<file path="config.mk">
export PLATFORM = sky130hd
export DESIGN_NAME = eth_tx_arbiter
export DESIGN_NICKNAME = d
export VERILOG_FILES = /design/src/rtl/eth_tx_arbiter.sv
export SDC_FILE = /design/constraint.sdc
export NUM_CORES = 1
export LEC_CHECK = 0
export CORE_UTILIZATION = 25
export CTS_CLUSTER_DIAMETER = 200
export CTS_CLUSTER_SIZE = 40
export DETAILED_ROUTE_END_ITERATION = 6
export GPL_TIMING_DRIVEN = 0
export HOLD_SLACK_MARGIN = 0.06
export PLACE_DENSITY = 0.57
export SYNTH_ARGS = -nofsm -noshare
export SYNTH_HDL_FRONTEND = slang
export SYNTH_SLANG_ARGS = --single-unit
</file>
<file path="constraint.sdc">
create_clock -name clk -period 2.7 [get_ports clk]
set_input_delay 0.27 -clock clk [delete_from_list [all_inputs] [get_ports clk]]
set_output_delay 0.27 -clock clk [all_outputs]
set_load 0.03 [all_outputs]
</file>
<file path="src/rtl/eth_tx_arbiter.sv">
// eth_tx_arbiter
// Round-robin arbiter that shares one ethernet_tx frame transmitter between two
// frame sources. It grants one requester at a time, forwards that requester's
// payload dibits with one cycle of latency, and latches its destination MAC and
// ethertype. Short payloads are zero-padded to the Ethernet minimum. After the
// transmitter finishes, an inter-frame gap is enforced before the next grant.
//
// Ports:
//   clk           system clock (50 MHz RMII domain)
//   rst_n         asynchronous active-low reset
//   req[1:0]      per-requester frame request (level, held until grant seen)
//   gnt[1:0]      one-hot grant, high only while waiting for / streaming payload
//   src_axiid     payload dibits: [1:0] requester 0, [3:2] requester 1
//   src_axiiv     per-requester payload valid
//   src_dest_mac  destination MACs: [47:0] requester 0, [95:48] requester 1
//   src_etype     ethertypes: [15:0] requester 0, [31:16] requester 1
//   tx_busy       transmitter busy (ethernet_tx axiov)
//   tx_axiid      payload dibit to the transmitter (registered)
//   tx_axiiv      payload valid to the transmitter (registered)
//   tx_dest_mac   latched destination MAC of the current frame
//   tx_etype      latched ethertype of the current frame
//   idle          high while the arbiter is waiting for a request
module eth_tx_arbiter #(
  parameter int MIN_DIBITS = 184,
  parameter int IFG_CYCLES = 48,
  parameter int TIMEOUT    = 1024
) (
  input  logic        clk,
  input  logic        rst_n,
  input  logic [1:0]  req,
  output logic [1:0]  gnt,
  input  logic [3:0]  src_axiid,
  input  logic [1:0]  src_axiiv,
  input  logic [95:0] src_dest_mac,
  input  logic [31:0] src_etype,
  input  logic        tx_busy,
  output logic [1:0]  tx_axiid,
  output logic        tx_axiiv,
  output logic [47:0] tx_dest_mac,
  output logic [15:0] tx_etype,
  output logic        idle
);

  localparam logic [2:0] S_IDLE    = 3'd0;
  localparam logic [2:0] S_START   = 3'd1;
  localparam logic [2:0] S_STREAM  = 3'd2;
  localparam logic [2:0] S_PAD     = 3'd3;
  localparam logic [2:0] S_WAIT_TX = 3'd4;
  localparam logic [2:0] S_GAP     = 3'd5;

  localparam logic [15:0] MIN_LEN  = 16'(MIN_DIBITS);
  localparam logic [15:0] TO_LAST  = 16'(TIMEOUT - 1);
  localparam logic [15:0] IFG_LAST = 16'(IFG_CYCLES - 1);

  logic [2:0]  state_q, state_d;
  logic [1:0]  gnt_q, gnt_d;
  logic        last_q, last_d;
  logic        win_q, win_d;
  logic [1:0]  axiid_q, axiid_d;
  logic        axiiv_q, axiiv_d;
  logic [47:0] mac_q, mac_d;
  logic [15:0] etype_q, etype_d;
  logic [15:0] cnt_q, cnt_d;
  logic [15:0] timer_q, timer_d;
  logic        busy_seen_q, busy_seen_d;

  logic        win_valid;
  logic [1:0]  win_dibit;
  logic [15:0] cnt_inc;
  logic        pick;

  // Only the granted requester's stream is looked at; the other side is ignored.
  assign win_valid = src_axiiv[win_q];
  assign win_dibit = win_q ? src_axiid[3:2] : src_axiid[1:0];
  // Dibit counter saturates rather than wrapping on very long payloads.
  assign cnt_inc   = (cnt_q == 16'hFFFF) ? cnt_q : cnt_q + 16'd1;
  // On contention the requester that did not win last time is chosen.
  assign pick      = (req == 2'b11) ? ~last_q : req[1];

  // Next-state logic for the frame sequencing FSM and its datapath.
  always_comb begin
    state_d     = state_q;
    gnt_d       = gnt_q;
    last_d      = last_q;
    win_d       = win_q;
    axiid_d     = 2'b00;
    axiiv_d     = 1'b0;
    mac_d       = mac_q;
    etype_d     = etype_q;
    cnt_d       = cnt_q;
    timer_d     = timer_q;
    busy_seen_d = busy_seen_q;
    case (state_q)
      S_IDLE: begin
        if (|req) begin
          win_d   = pick;
          last_d  = pick;
          gnt_d   = pick ? 2'b10 : 2'b01;
          mac_d   = pick ? src_dest_mac[95:48] : src_dest_mac[47:0];
          etype_d = pick ? src_etype[31:16] : src_etype[15:0];
          timer_d = 16'd0;
          cnt_d   = 16'd0;
          state_d = S_START;
        end
      end
      S_START: begin
        // The first valid dibit is forwarded right away so latency stays one cycle.
        if (win_valid) begin
          axiid_d = win_dibit;
          axiiv_d = 1'b1;
          cnt_d   = 16'd1;
          state_d = S_STREAM;
        end else if (timer_q == TO_LAST) begin
          gnt_d   = 2'b00;
          state_d = S_IDLE;
        end else begin
          timer_d = timer_q + 16'd1;
        end
      end
      S_STREAM: begin
        if (win_valid) begin
          axiid_d = win_dibit;
          axiiv_d = 1'b1;
          cnt_d   = cnt_inc;
        end else begin
          gnt_d       = 2'b00;
          timer_d     = 16'd0;
          busy_seen_d = 1'b0;
          if (cnt_q >= MIN_LEN) begin
            state_d = S_WAIT_TX;
          end else begin
            // First pad dibit issued here so tx_axiiv has no bubble.
            axiiv_d = 1'b1;
            cnt_d   = cnt_inc;
            state_d = S_PAD;
          end
        end
      end
      S_PAD: begin
        if (cnt_q < MIN_LEN) begin
          axiiv_d = 1'b1;
          cnt_d   = cnt_inc;
        end else begin
          timer_d     = 16'd0;
          busy_seen_d = 1'b0;
          state_d     = S_WAIT_TX;
        end
      end
      S_WAIT_TX: begin
        // Look for a busy high-then-low; give up if busy never rises.
        if (tx_busy) begin
          busy_seen_d = 1'b1;
        end
        if (busy_seen_q && !tx_busy) begin
          timer_d = 16'd0;
          state_d = S_GAP;
        end else if (!busy_seen_q && !tx_busy && timer_q == TO_LAST) begin
          timer_d = 16'd0;
          state_d = S_GAP;
        end else if (!busy_seen_q) begin
          timer_d = timer_q + 16'd1;
        end
      end
      S_GAP: begin
        if (timer_q == IFG_LAST) begin
          state_d = S_IDLE;
        end else begin
          timer_d = timer_q + 16'd1;
        end
      end
      default: begin
        state_d = S_IDLE;
        gnt_d   = 2'b00;
      end
    endcase
  end

  // State registers; last-grant resets to 1 so requester 0 wins first contention.
  always_ff @(posedge clk or negedge rst_n) begin
    if (!rst_n) begin
      state_q     <= S_IDLE;
      gnt_q       <= 2'b00;
      last_q      <= 1'b1;
      win_q       <= 1'b0;
      axiid_q     <= 2'b00;
      axiiv_q     <= 1'b0;
      mac_q       <= 48'd0;
      etype_q     <= 16'd0;
      cnt_q       <= 16'd0;
      timer_q     <= 16'd0;
      busy_seen_q <= 1'b0;
    end else begin
      state_q     <= state_d;
      gnt_q       <= gnt_d;
      last_q      <= last_d;
      win_q       <= win_d;
      axiid_q     <= axiid_d;
      axiiv_q     <= axiiv_d;
      mac_q       <= mac_d;
      etype_q     <= etype_d;
      cnt_q       <= cnt_d;
      timer_q     <= timer_d;
      busy_seen_q <= busy_seen_d;
    end
  end

  assign gnt         = gnt_q;
  assign tx_axiid    = axiid_q;
  assign tx_axiiv    = axiiv_q;
  assign tx_dest_mac = mac_q;
  assign tx_etype    = etype_q;
  assign idle        = (state_q == S_IDLE);

endmodule

</file>
Yosys cells after proc, flatten, opt, wreduce, memory -nomap -nowiden --
Cells that the tools add are included.
Storage, ports and cells: flip-flop bits (word level) 107, input port bits 139, output and inout port bits 70, word-level logic and storage cells 109
Cells by class: add/subtract/negate cells 2, $lt $le $gt $ge 3, equality and inequality tests 24, muxes and demuxes 49, bitwise gates (word level) 2, reductions and logical operators 18
Operators with widths (count):
- $mux 16 | 15
- $pmux 16 s6 | 1
- $pmux 16 s4 | 1
- $mux 48 | 1
- $add 16x1->16 const B | 2
- $mux 3 | 9
- $ne 2x2->1 const B | 10
- $pmux 3 s6 | 1
- $eq 16x10->1 const B | 1
- $eq 16x16->1 const B | 1
- $eq 16x6->1 const B | 1
- $ge 16x8->1 const B | 1
- $lt 16x8->1 const B | 1
- $mux 2 | 8
- $mux 1 | 10
- $reduce_and 5->1 | 2
- $ne 3x3->1 const B | 3
- $pmux 2 s4 | 1
- $reduce_and 8->1 | 1
- $eq 3x2->1 const B | 2
- $eq 3x3->1 const B | 2
- $pmux 1 s3 | 2
- $reduce_and 6->1 | 1
- $reduce_bool 6->1 | 1
- other kinds (15) | 20

Logic depth before layout (Yosys ltp) --
Gate-level depths: netlist of the first run.
depth after elaboration 6, depth in mapped cells 10, mapped depth without buffers 7

Worst setup path before layout of the first run --
OpenSTA, ideal clock, no wires.
path kind reg-to-reg, start point reg state_q[2], end point reg mac_q[36] (netlist: tx_dest_mac[36]), library setup time 0.137 ns, data arrival time 2.432 ns, data required time 2.563 ns, setup slack 0.131 ns, stages on the path, launching flop included 7, path buffers 3, period minus slack after synthesis 2.569 ns, cells stage by stage dfrtp_1 > buf_6 > nor3_1 > nor2b_1 > clkbuf_1 > clkbuf_1 > a21oi_1
On the way: longest elaborated chain between the ends 2
Ends and longest elaborated chain:
- start: declaration | RTL line 55 | logic [2:0] state_q, state_d;
- start signal: assignment | RTL line 193 | state_q <= state_d;
- $logic_not 3->1
- net idle | RTL line 41 | output logic idle
- $reduce_and 2->1 (no line)
- end signal: assignment | RTL line 199 | mac_q <= mac_d;
- end: declaration | RTL line 61 | logic [47:0] mac_q, mac_d;
The timed path passes the listed nets, and every way through them passes these cells. A chain may end at the register's enable or synchronous reset.

Final worst setup path of the first run --
start point reg timer_q[0], end point reg timer_q[9]
On the way: longest elaborated chain between the ends 5, elaborated cells on any way between the ends 15, classes of those cells 1 x add/sub; 5 x eq/ne; 7 x mux; 2 x reduce/logical
Ends and longest elaborated chain:
- start: declaration | RTL line 64 | logic [15:0] timer_q, timer_d;
- start signal: assignment | RTL line 202 | timer_q <= timer_d;
- $add 16x1->16 or $eq 16x10->1 (tied branches)
- $mux 16 or $logic_and 1x1->1 (tied branches) | RTL line 160, 157
- $mux 16 | RTL line 157 | end else if (!busy_seen_q && !tx_busy && timer_q == TO_LAST) begin
- $mux 16 | RTL line 154 | if (busy_seen_q && !tx_busy) begin
- $pmux 16 s6 | RTL line 93 | case (state_q)
Parallel ways exist; a longest one is shown, timed or not. The select of a mux whose other input is x is not followed.

==> run_results.csv, run 1 <==
group,metric,value,unit
placed_design,portBuffers,208,
cells_and_area,final_cells,1076,
timing,setup_violations,0,
worst_setup_path,rr_startpoint,"timer_q[0]",
grt,grt_pass1_wl,25800,um
worst_hold_path,min_path_type,"in2async",
power,p_int,0.00475,W
synth,synth_warnings,0,
status,outcome,"finished clean",
worst_setup_path,ff2ff_path_depth,8,
floorplan,die_x,150,um
route,wl_per_cell,15.5,um
synth,syn_area_per_cell,9.59,um^2
synth,yosys-top-cells-area,"dfrtp_1 (48%), mux2i_1 (12%), a21oi_1 (7.8%)",
synth,synthesis.area,0.00549,mm^2
timing,fmax,0.398,GHz
synth,yosysSeqAreaShare,48.8,%
floorplan,design.portCount,209,
clock_network,clockBufferDepth,2,
clock_network,htreeDepth,3,
synth,yosysTopAreaCellShare,48.3,%
cells_and_area,final_cell_mix,"clkdlybuf4s50_1 (207), dfrtp_1 (106), nor2_1 (87), a21oi_1 (85), mux2i_1 (66)",
grt,first_global_vias,4967,
synth,synth_nets,714,
floorplan,dieHeight,150,um
placed_design,gp_congestion,0.808,
power,p_per_area,957,mW/mm^2
worst_setup_path,crit_type,"reg2reg",
worst_setup_path,timing.rr.end,"timer_q[9]",
route,drcViolationCount,0,
clock_network,path_clk_slew,0.07,ns
synth,synthFlopType,"dfrtp_1",
cells_and_area,drive_gt1_share,5.87,%
placed_design,dpl.hpwl,12500,um
timing,worst_slack,0.185,ns
route,wl,16600,um
placed_design,place_area,0.00794,mm^2
route,ant_nets,0,
synth,synth_edf_count,0,
synth,syn-instance-count,572,
cells_and_area,layout_commonest_cell,"clkdlybuf4s50_1",
worst_setup_path,crit_arrival,2.76,ns
floorplan,start_util,25.8,%
grt,grt_use_total,14.7,%
clock_network,cts_tree,"built",
worst_setup_path,max_stage_delay,0.46,ns
worst_setup_path,cp_cell_sequence,"ha_2 > and4_1 > and4_1 > o32a_2 > or2_1 > buf_2 > buf_2 > o31ai_1",
synth,synthDominantAreaCellType,"dfrtp_1",
worst_setup_path,cp_max_fo,10,
synth,yosysUniqueCellTypes,56,
timing,rsz0062_at_grt,"no",
worst_setup_path,startpoint,"timer_q[0]",
power,switchingPower,0.00321,W
worst_setup_path,startpoint_type,"flip-flop",
placed_design,post-place-ws,-0.477,ns
power,leakagePower,3.35,nW
timing,finalHoldViolations,0,
cells_and_area,antennaDiodeCount,0,
clock_network,root_buffer,"clkbuf_16",
floorplan,die_area,0.0225,mm^2
cells_and_area,fin_util,39.1,%
power,seqPwrFrac,32.3,%
flow_run,drv_cap,0,
power,p_clk_share,17.7,%
clock_network,cts.sinks,107,
grt,grt.overflow.total,0,
power,pwr-share-comb,50.0,%
cells_and_area,final_cell_area,0.00832,mm^2
timing,slew_viol_final,0,
worst_setup_path,crit_path_top_delay_cell,"o32a_2",
floorplan,core_area,0.0213,mm^2
route,dr.first_iter.drc_count,213,
worst_setup_path,reg2reg_slack,0.19,ns
cells_and_area,layout.nets,939,
grt,grt_max_degree,67,
timing,clock_skew,0.00826,ns
route,viasPerCell,4.72,
synth,ys_ff_latch,107,
timing,post-route-period-util,93.1,%
cells_and_area,synthToLayoutAreaGrowth,51.6,%
route,dr_total_vias,5074,
route,dr.pass1.iters,7,
worst_setup_path,cp.required,2.95,ns
power,power.share.switching,40.3,%
clock_network,clk_latency,0.35,ns
timing,max_slew_margin,17.7,%
timing,fin_setup_tns,0,ns
grt,grt_antenna_before_repair,0,
floorplan,num_rows,53,
synth,synth-async-reset-ratio,100,%
power,peakVddDrop,0.398,mV
timing,fin_crit,2.51,ns
clock_network,cts_buffers,9,
timing,worstMarginPinSlew,1.23,ns
placed_design,place_inst,1056,
worst_setup_path,endpoint_kind,"flip-flop",
## cell usage after synthesis (3+ instances only)
library cell and n:
and4_1 3, a21o_1 3, mux2_2 3, nand3_1 13
inv_1 7, nand2_1 28, a31oi_1 8, ha_1 3
buf_1 3, o211ai_1 3, nor3_1 8, dfrtp_1 106
a21oi_1 85, nor2_1 87, clkbuf_1 23, nand2b_1 3
or3_1 3, mux2i_1 66, nand4_1 9, o31ai_1 12
o21ai_0 40, nor3b_1 3, and3_1 3, nor2b_1 8
buf_6 3, nor4_1 4
## area by class of cell
class | count | area (um^2)
flip-flops and latches | 107 | 2680
multi-input cells | 425 | 2620
clock inverters | 4 | 76.3
repair buffers | 214 | 2150
fillers | 2186 | 13000
clock buffers | 11 | 233
inverters | 7 | 26.3
well taps | 275 | 344
plain buffers | 33 | 191
## per-stage QoR
stage               hold slack, ns  power, W
floorplan                  -0.0256   0.00482
global placement             0.480   0.00652
detailed placement           0.231   0.00655
CTS                          0.416   0.00802
global route                 0.435   0.00845
finish                       0.406   0.00796
## state kept, by name (all words and copies together) (netlist names)
register	count
tx_dest_mac	48
cnt_q	16
timer_q	16
tx_etype	16
state_q	3
gnt	2
tx_axiid	2
busy_seen_q	1
last_q	1
tx_axiiv	1
win_q	1
## what timing repair did
| action | in CTS | in global routing |
|---|---|---|
| pin swaps | 0 | 2 |
| endpoints found under the setup margin | 67 | 72 |
| resized for setup | 4 | 5 |
| endpoints found under the hold margin | 41 | 0 |
| buffers inserted | 0 | 4 |
| hold buffers | 1 | 0 |
## power by group through the flow
stage | clock [W] | combinational [W] | sequential (W)
after global routing | 0.00152 | 0.00427 | 0.00266
after detailed placement | 0 | 0.00396 | 0.00259
after floorplan | 0 | 0.00123 | 0.00359
after CTS | 0.00146 | 0.00398 | 0.00258
after global placement | 0 | 0.00395 | 0.00257
final | 0.00141 | 0.00398 | 0.00257
## worst max-delay path, delay by kind of cell (launching register included)
family	cells	cell delay, ns
simple gates	3	0.66
flops	1	0.42
compound gates	2	0.73
fa+ha+maj	1	0.26
buf+inv	2	0.34
## logic make-up (layout without fill, tap and decap cells)
logic type | count (synthesis) | after routing | share of synthesized area [%]
AO/OA/AOI/OAI | 164 | 164 | 17.4
flip-flops | 107 | 107 | 48.8
XOR/XNOR | 2 | 2 | 0.319
adder cells (fa/ha/maj) | 3 | 3 | 0.684
multiplexers | 70 | 70 | 12.9
AND/OR/NAND/NOR | 186 | 186 | 16.0
buffers and inverters | 40 | 269 | 3.90
## worst max path at each step
stage / slack, ns / end
final: 0.19 / timer_q[9]
after global placement: -3.16 / tx_dest_mac[28]
after floorplan: 0.13 / tx_dest_mac[36]
after detailed placement: -0.48 / tx_dest_mac[41]
after CTS: 0.03 / tx_dest_mac[41]
after global routing: 0.004 / timer_q[9]
## metal layers
metal / vias to the layer above / track usage (%) / part of all wire (%)
met4: 0 / 3.59 / 1.1
met3: 12 / 4.12 / 6.6
met5: - / 0 / 0
met1: 2405 / 18.8 / 45
met2: 154 / 24.3 / 48
li1: 2503 / - / -
Power figures use the tool's default switching activity.
==> run 2, diff against run 1 <==
CORE_ASPECT_RATIO = 1.5   (was default)
==> run 2 against run 1 <==
Wire length up 3.2%. Largest power group unchanged. Sequential cell count unchanged. Critical path type unchanged. Clock-buffer cell count fell by 2. Non-clock buffer count grew 1.
==> run_results.csv, run 2 (synthesized netlist as in run 1, its figures left out) <==
group,metric,value,unit
timing,finalHoldViolations,0,
timing,max_slew_margin,41.1,%
route,ant_nets,0,
worst_setup_path,max_stage_delay,0.45,ns
placed_design,dpl.hpwl,13000,um
route,wl,17200,um
grt,grt.overflow.total,0,
power,p_per_area,946,mW/mm^2
timing,post-route-period-util,95.5,%
grt,grt_antenna_before_repair,1,
worst_setup_path,crit_type,"reg2reg",
power,peakVddDrop,0.577,mV
floorplan,die_x,123,um
timing,fin_crit,2.58,ns
route,drcViolationCount,0,
route,dr_total_vias,5109,
timing,worstMarginPinSlew,0.881,ns
timing,fmax,0.388,GHz
route,dr.pass1.iters,4,
clock_network,cts_buffers,9,
route,dr.first_iter.drc_count,187,
cells_and_area,largest_register_ffs,48,
cells_and_area,antennaDiodeCount,0,
placed_design,place_area,0.00794,mm^2
clock_network,cts.sinks,107,
worst_hold_path,min_path_type,"in2async",
cells_and_area,drive_gt1_share,6.23,%
grt,first_global_vias,5225,
floorplan,start_util,25.4,%
timing,setup_violations,0,
timing,whs,0.352,ns
floorplan,dieHeight,183,um
worst_setup_path,endpoint_kind,"flip-flop",
floorplan,num_rows,66,
cells_and_area,final_cell_area,0.00829,mm^2
worst_setup_path,ff2ff_path_depth,8,
route,wl_per_cell,16.0,um
worst_setup_path,crit_arrival,2.83,ns
worst_setup_path,timing.rr.end,"timer_q[13]",
worst_setup_path,cp.required,2.95,ns
power,fin_total_pwr,0.00784,W
grt,grt_max_degree,84,
floorplan,die_area,0.0226,mm^2
timing,slew_viol_final,0,
clock_network,clk_latency,0.36,ns
timing,clock_skew,0.0102,ns
timing,rsz0062_at_grt,"no",
clock_network,htreeDepth,3,
worst_setup_path,crit_path_top_delay_cell,"o32a_1",
route,wl_met3,1010,um
worst_setup_path,reg2reg_slack,0.12,ns
cells_and_area,final_cell_mix,"clkdlybuf4s50_1 (207), dfrtp_1 (105), nor2_1 (87), a21oi_1 (85), mux2i_1 (66)",
worst_setup_path,startpoint_type,"flip-flop",
worst_setup_path,startpoint,"timer_q[0]",
placed_design,gp_congestion,0.822,
flow_run,drv_cap,0,
route,viasPerCell,4.76,
route,met1Wirelength,6610,um
clock_network,path_clk_slew,0.08,ns
clock_network,cts_tree,"built",
floorplan,design.portCount,209,
cells_and_area,synthToLayoutAreaGrowth,51.0,%
power,leakagePower,3.35,nW
status,outcome,"finished clean",
grt,grt_pass1_wl,27300,um
floorplan,core_area,0.0216,mm^2
worst_setup_path,cp-endpoint,"timer_q[13]",
worst_setup_path,cp_cell_sequence,"ha_1 > and4_1 > and4_1 > o32a_1 > or2_1 > buf_2 > buf_2 > o31ai_1",
clock_network,root_buffer,"clkbuf_16",
placed_design,portBuffers,208,
cells_and_area,layout_commonest_cell,"clkdlybuf4s50_1",
worst_setup_path,cp_max_fo,10,
route,maxUsedRoutingLayer,"met5",
cells_and_area,layout.nets,940,
clock_network,clockBufferDepth,2,
grt,grt_use_total,15.8,%
worst_setup_path,rr_startpoint,"timer_q[0]",
route,routed-wl-met2,9070,um
run 2: worst min-delay path by stage:
stage | depth (start not counted) | to | startpoint
final | 2 | tx_etype[0] | rst_n
after global placement | 1 | timer_q[15] | timer_q[15]
after floorplan | 0 | busy_seen_q | rst_n
after CTS | 2 | tx_dest_mac[36] | rst_n
after detailed placement | 1 | tx_dest_mac[41] | rst_n
after global routing | 2 | tx_dest_mac[36] | rst_n
run 2: power breakdown:
group	total [W]	internal [W]	switching, W
clock	0.00130	0.000644	0.000661
sequential	0.00258	0.00220	0.000386
combinational	0.00395	0.00172	0.00223
total	0.00784	0.00456	0.00328
run 2: final cells by class:
cell class / instances / area (um^2)
Clock inverter: 6 / 57.6
Inverter: 7 / 26.3
Buffer: 33 / 193
Clock buffer: 9 / 225
Sequential cell: 107 / 2680
Tap cell: 272 / 340
Fill cell: 2213 / 13300
Multi-Input combinational cell: 425 / 2610
Timing Repair Buffer: 215 / 2160
run 2: metal layers:
layer | track usage (%) | vias up
met1 | 16.9 | 2426
li1 | - | 2507
met4 | 5.83 | 2
met3 | 4.47 | 25
met2 | 29.0 | 149
met5 | 0 | -
run 2: per-stage QoR:
step                worst slack, ns  utilization [%]  instances  TNS [ns]
floorplan                     0.131                -        572         0
global placement              -3.21             36.6       1052   -352.42
detailed placement           -0.328             36.7       1054    -12.42
CTS                          0.0401             38.1       1070         0
global route                0.00831             38.3       1074         0
finish                        0.121             38.3       1074         0
run 2: repair_timing:
| item | CTS | global route |
|---|---|---|
| setup buffers | 0 | 4 |
| pin swaps | 0 | 2 |
| endpoints found under the setup margin | 71 | 37 |
| hold buffers | 1 | 0 |
| hold endpoints to repair | 24 | 0 |
| gates resized for setup | 2 | 9 |
run 2: critical path: cells and delay by family, from the launching register on:
family,cells,cell delay [ns]
compound gates,2,0.71
fa+ha+maj,1,0.31
buf+inv,2,0.35
flops,1,0.42
simple gates,3,0.70
==> run 3, diff against run 2 <==
MAX_ROUTING_LAYER = met4   (was default)
SKIP_LAST_GASP = 1   (was default)
==> run 3 against run 2 <==
Via count rose by 0.29%. Wire length rose by 0.11%. Utilization barely moved.
==> run_results.csv, run 3 (synthesized netlist as in run 1, its figures left out) <==
group,metric,value,unit
clock_network,cts_buffers,9,
power,p_clk_share,16.6,%
route,dr_total_vias,5124,
timing,setup_violations,0,
route,drcViolationCount,0,
worst_setup_path,cp.required,2.96,ns
timing,worstMarginPinSlew,0.889,ns
cells_and_area,layout_commonest_cell,"clkdlybuf4s50_1",
worst_setup_path,ff2ff_path_depth,8,
power,switchingPower,0.00328,W
timing,max_slew_margin,40.6,%
worst_setup_path,startpoint,"timer_q[0]",
route,dr.first_iter.drc_count,172,
grt,grt_max_degree,84,
worst_setup_path,cp_max_fo,10,
worst_setup_path,rr_startpoint,"timer_q[0]",
clock_network,path_clk_slew,0.08,ns
timing,rsz0062_at_grt,"no",
timing,post-route-period-util,95.6,%
grt,grt.overflow.total,0,
worst_setup_path,path_delay_family,"compound AO/OA/AOI/OAI gates",
grt,grt_use_total,16.3,%
worst_hold_path,min_path_type,"in2async",
timing,fmax,0.387,GHz
power,leakagePower,3.35,nW
clock_network,clockBufferDepth,2,
worst_setup_path,timing.rr.end,"timer_q[13]",
cells_and_area,synthToLayoutAreaGrowth,51.1,%
placed_design,portBuffers,208,
clock_network,htreeDepth,3,
floorplan,die_x,123,um
route,viasPerCell,4.77,
route,wl_per_cell,16.0,um
timing,worst_slack,0.119,ns
floorplan,die_area,0.0226,mm^2
power,peakVddDrop,0.577,mV
floorplan,num_rows,66,
grt,grt_antenna_before_repair,1,
worst_setup_path,crit_path_top_delay_cell,"o32a_1",
grt,first_global_vias,5222,
clock_network,root_buffer,"clkbuf_16",
cells_and_area,final_cell_area,0.00829,mm^2
power,pwr-share-comb,50.4,%
flow_run,drv_cap,0,
timing,fin_setup_tns,0,ns
worst_setup_path,reg2reg_slack,0.12,ns
worst_setup_path,endpoint_kind,"flip-flop",
worst_setup_path,crit_type,"reg2reg",
cells_and_area,final_cell_mix,"clkdlybuf4s50_1 (207), dfrtp_1 (105), nor2_1 (87), a21oi_1 (85), mux2i_1 (66)",
route,dr.pass1.iters,4,
timing,clock_skew,0.0109,ns
placed_design,gp_congestion,0.837,
worst_setup_path,startpoint_type,"flip-flop",
worst_setup_path,cp_num_buf_inv,2,
floorplan,start_util,25.4,%
power,power.share.switching,41.8,%
status,outcome,"finished clean",
power,p_int,0.00456,W
route,ant_nets,0,
timing,finalHoldViolations,0,
worst_setup_path,cp_cell_sequence,"ha_1 > and4_1 > and4_1 > o32a_1 > or2_1 > buf_2 > buf_2 > o31ai_1",
cells_and_area,drive_gt1_share,6.36,%
timing,fin_crit,2.58,ns
cells_and_area,layout.nets,940,
floorplan,dieHeight,183,um
power,p_per_area,946,mW/mm^2
placed_design,post-place-ws,-0.328,ns
floorplan,design.portCount,209,
worst_setup_path,crit_arrival,2.84,ns
power,seqPwrFrac,32.9,%
placed_design,dpl.hpwl,13000,um
route,wl,17200,um
cells_and_area,fin_util,38.3,%
floorplan,core_area,0.0216,mm^2
clock_network,clk_latency,0.36,ns
power,fin_total_pwr,0.00784,W
placed_design,place_area,0.00794,mm^2
grt,grt_pass1_wl,27200,um
cells_and_area,fillers,2211,
clock_network,cts.sinks,107,
clock_network,cts_tree,"built",
worst_setup_path,max_stage_delay,0.46,ns
cells_and_area,largest_register_ffs,48,
timing,slew_viol_final,0,
-- run 3: cell count changes in the layout (fill, tap and decap cells not counted) --
cell and change:
clkbuf_1 -1, clkbuf_2 +1, diode_2 +1
-- run 3: worst reg2reg max path, delay by kind of cell (launching register included) --
family                   cells  cell delay [ns]
AO/OA/AOI/OAI                2             0.72
AND/OR/NAND/NOR              3             0.70
flip-flops                   1             0.42
buffers and inverters        2             0.35
adder cells (fa/ha/maj)      1             0.31
-- run 3: area by class of cell --
cell class              count  area (um^2)  area share [%]
clock buffers               9          225            2.72
flip-flops and latches    107         2680            32.3
diodes                      1         2.50          0.0302
plain buffers              33          194            2.34
repair buffers            215         2160            26.0
clock inverters             6         57.6           0.694
well taps                 272          340            4.11
multi-input cells         425         2610            31.5
inverters                   7         26.3           0.317
-- run 3: worst max path at each step --
stage / endpoint / slack (ns) / cells after the start
4_1_cts: timer_q[13] / 0.04 / 9
3_5_place_dp: tx_etype[15] / -0.33 / 6
5_1_grt: tx_dest_mac[3] / 0.0002 / 7
6_report: timer_q[13] / 0.12 / 8
3_3_place_gp: tx_dest_mac[9] / -3.21 / 1
2_1_floorplan: tx_dest_mac[36] / 0.13 / 6
-- run 3: repair_timing --
item                                   in CTS  in global routing
endpoints found under the hold margin      24                  0
setup endpoints to repair                  71                 42
setup buffers                               0                  4
pin swaps                                   0                  2
gates resized for setup                     2                 11
hold buffers                                1                  0
-- run 3: power by group through the flow --
stage          combinational (W)  clock (W)  sequential (W)
4_1_cts                  0.00399    0.00135         0.00258
2_1_floorplan            0.00123          0         0.00359
6_report                 0.00396    0.00131         0.00258
5_1_grt                  0.00425    0.00141         0.00267
3_5_place_dp             0.00396          0         0.00259
3_3_place_gp             0.00395          0         0.00258
-- run 3: per-layer routing --
layer | GRT usage, % | up-vias | wire length, um
li1 | - | 2512 | -
met1 | 17.7 | 2440 | 6760
met2 | 29.0 | 153 | 9280
met3 | 3.16 | 19 | 775
met4 | 5.83 | 0 | 375
met5 | - | - | 0
-- run 3: stage by stage --
stage                     cells  hold slack [ns]
final                      1075            0.347
after global placement     1052            0.465
after detailed placement   1054            0.150
after floorplan             572          -0.0256
after CTS                  1070            0.361
after global routing       1075            0.371
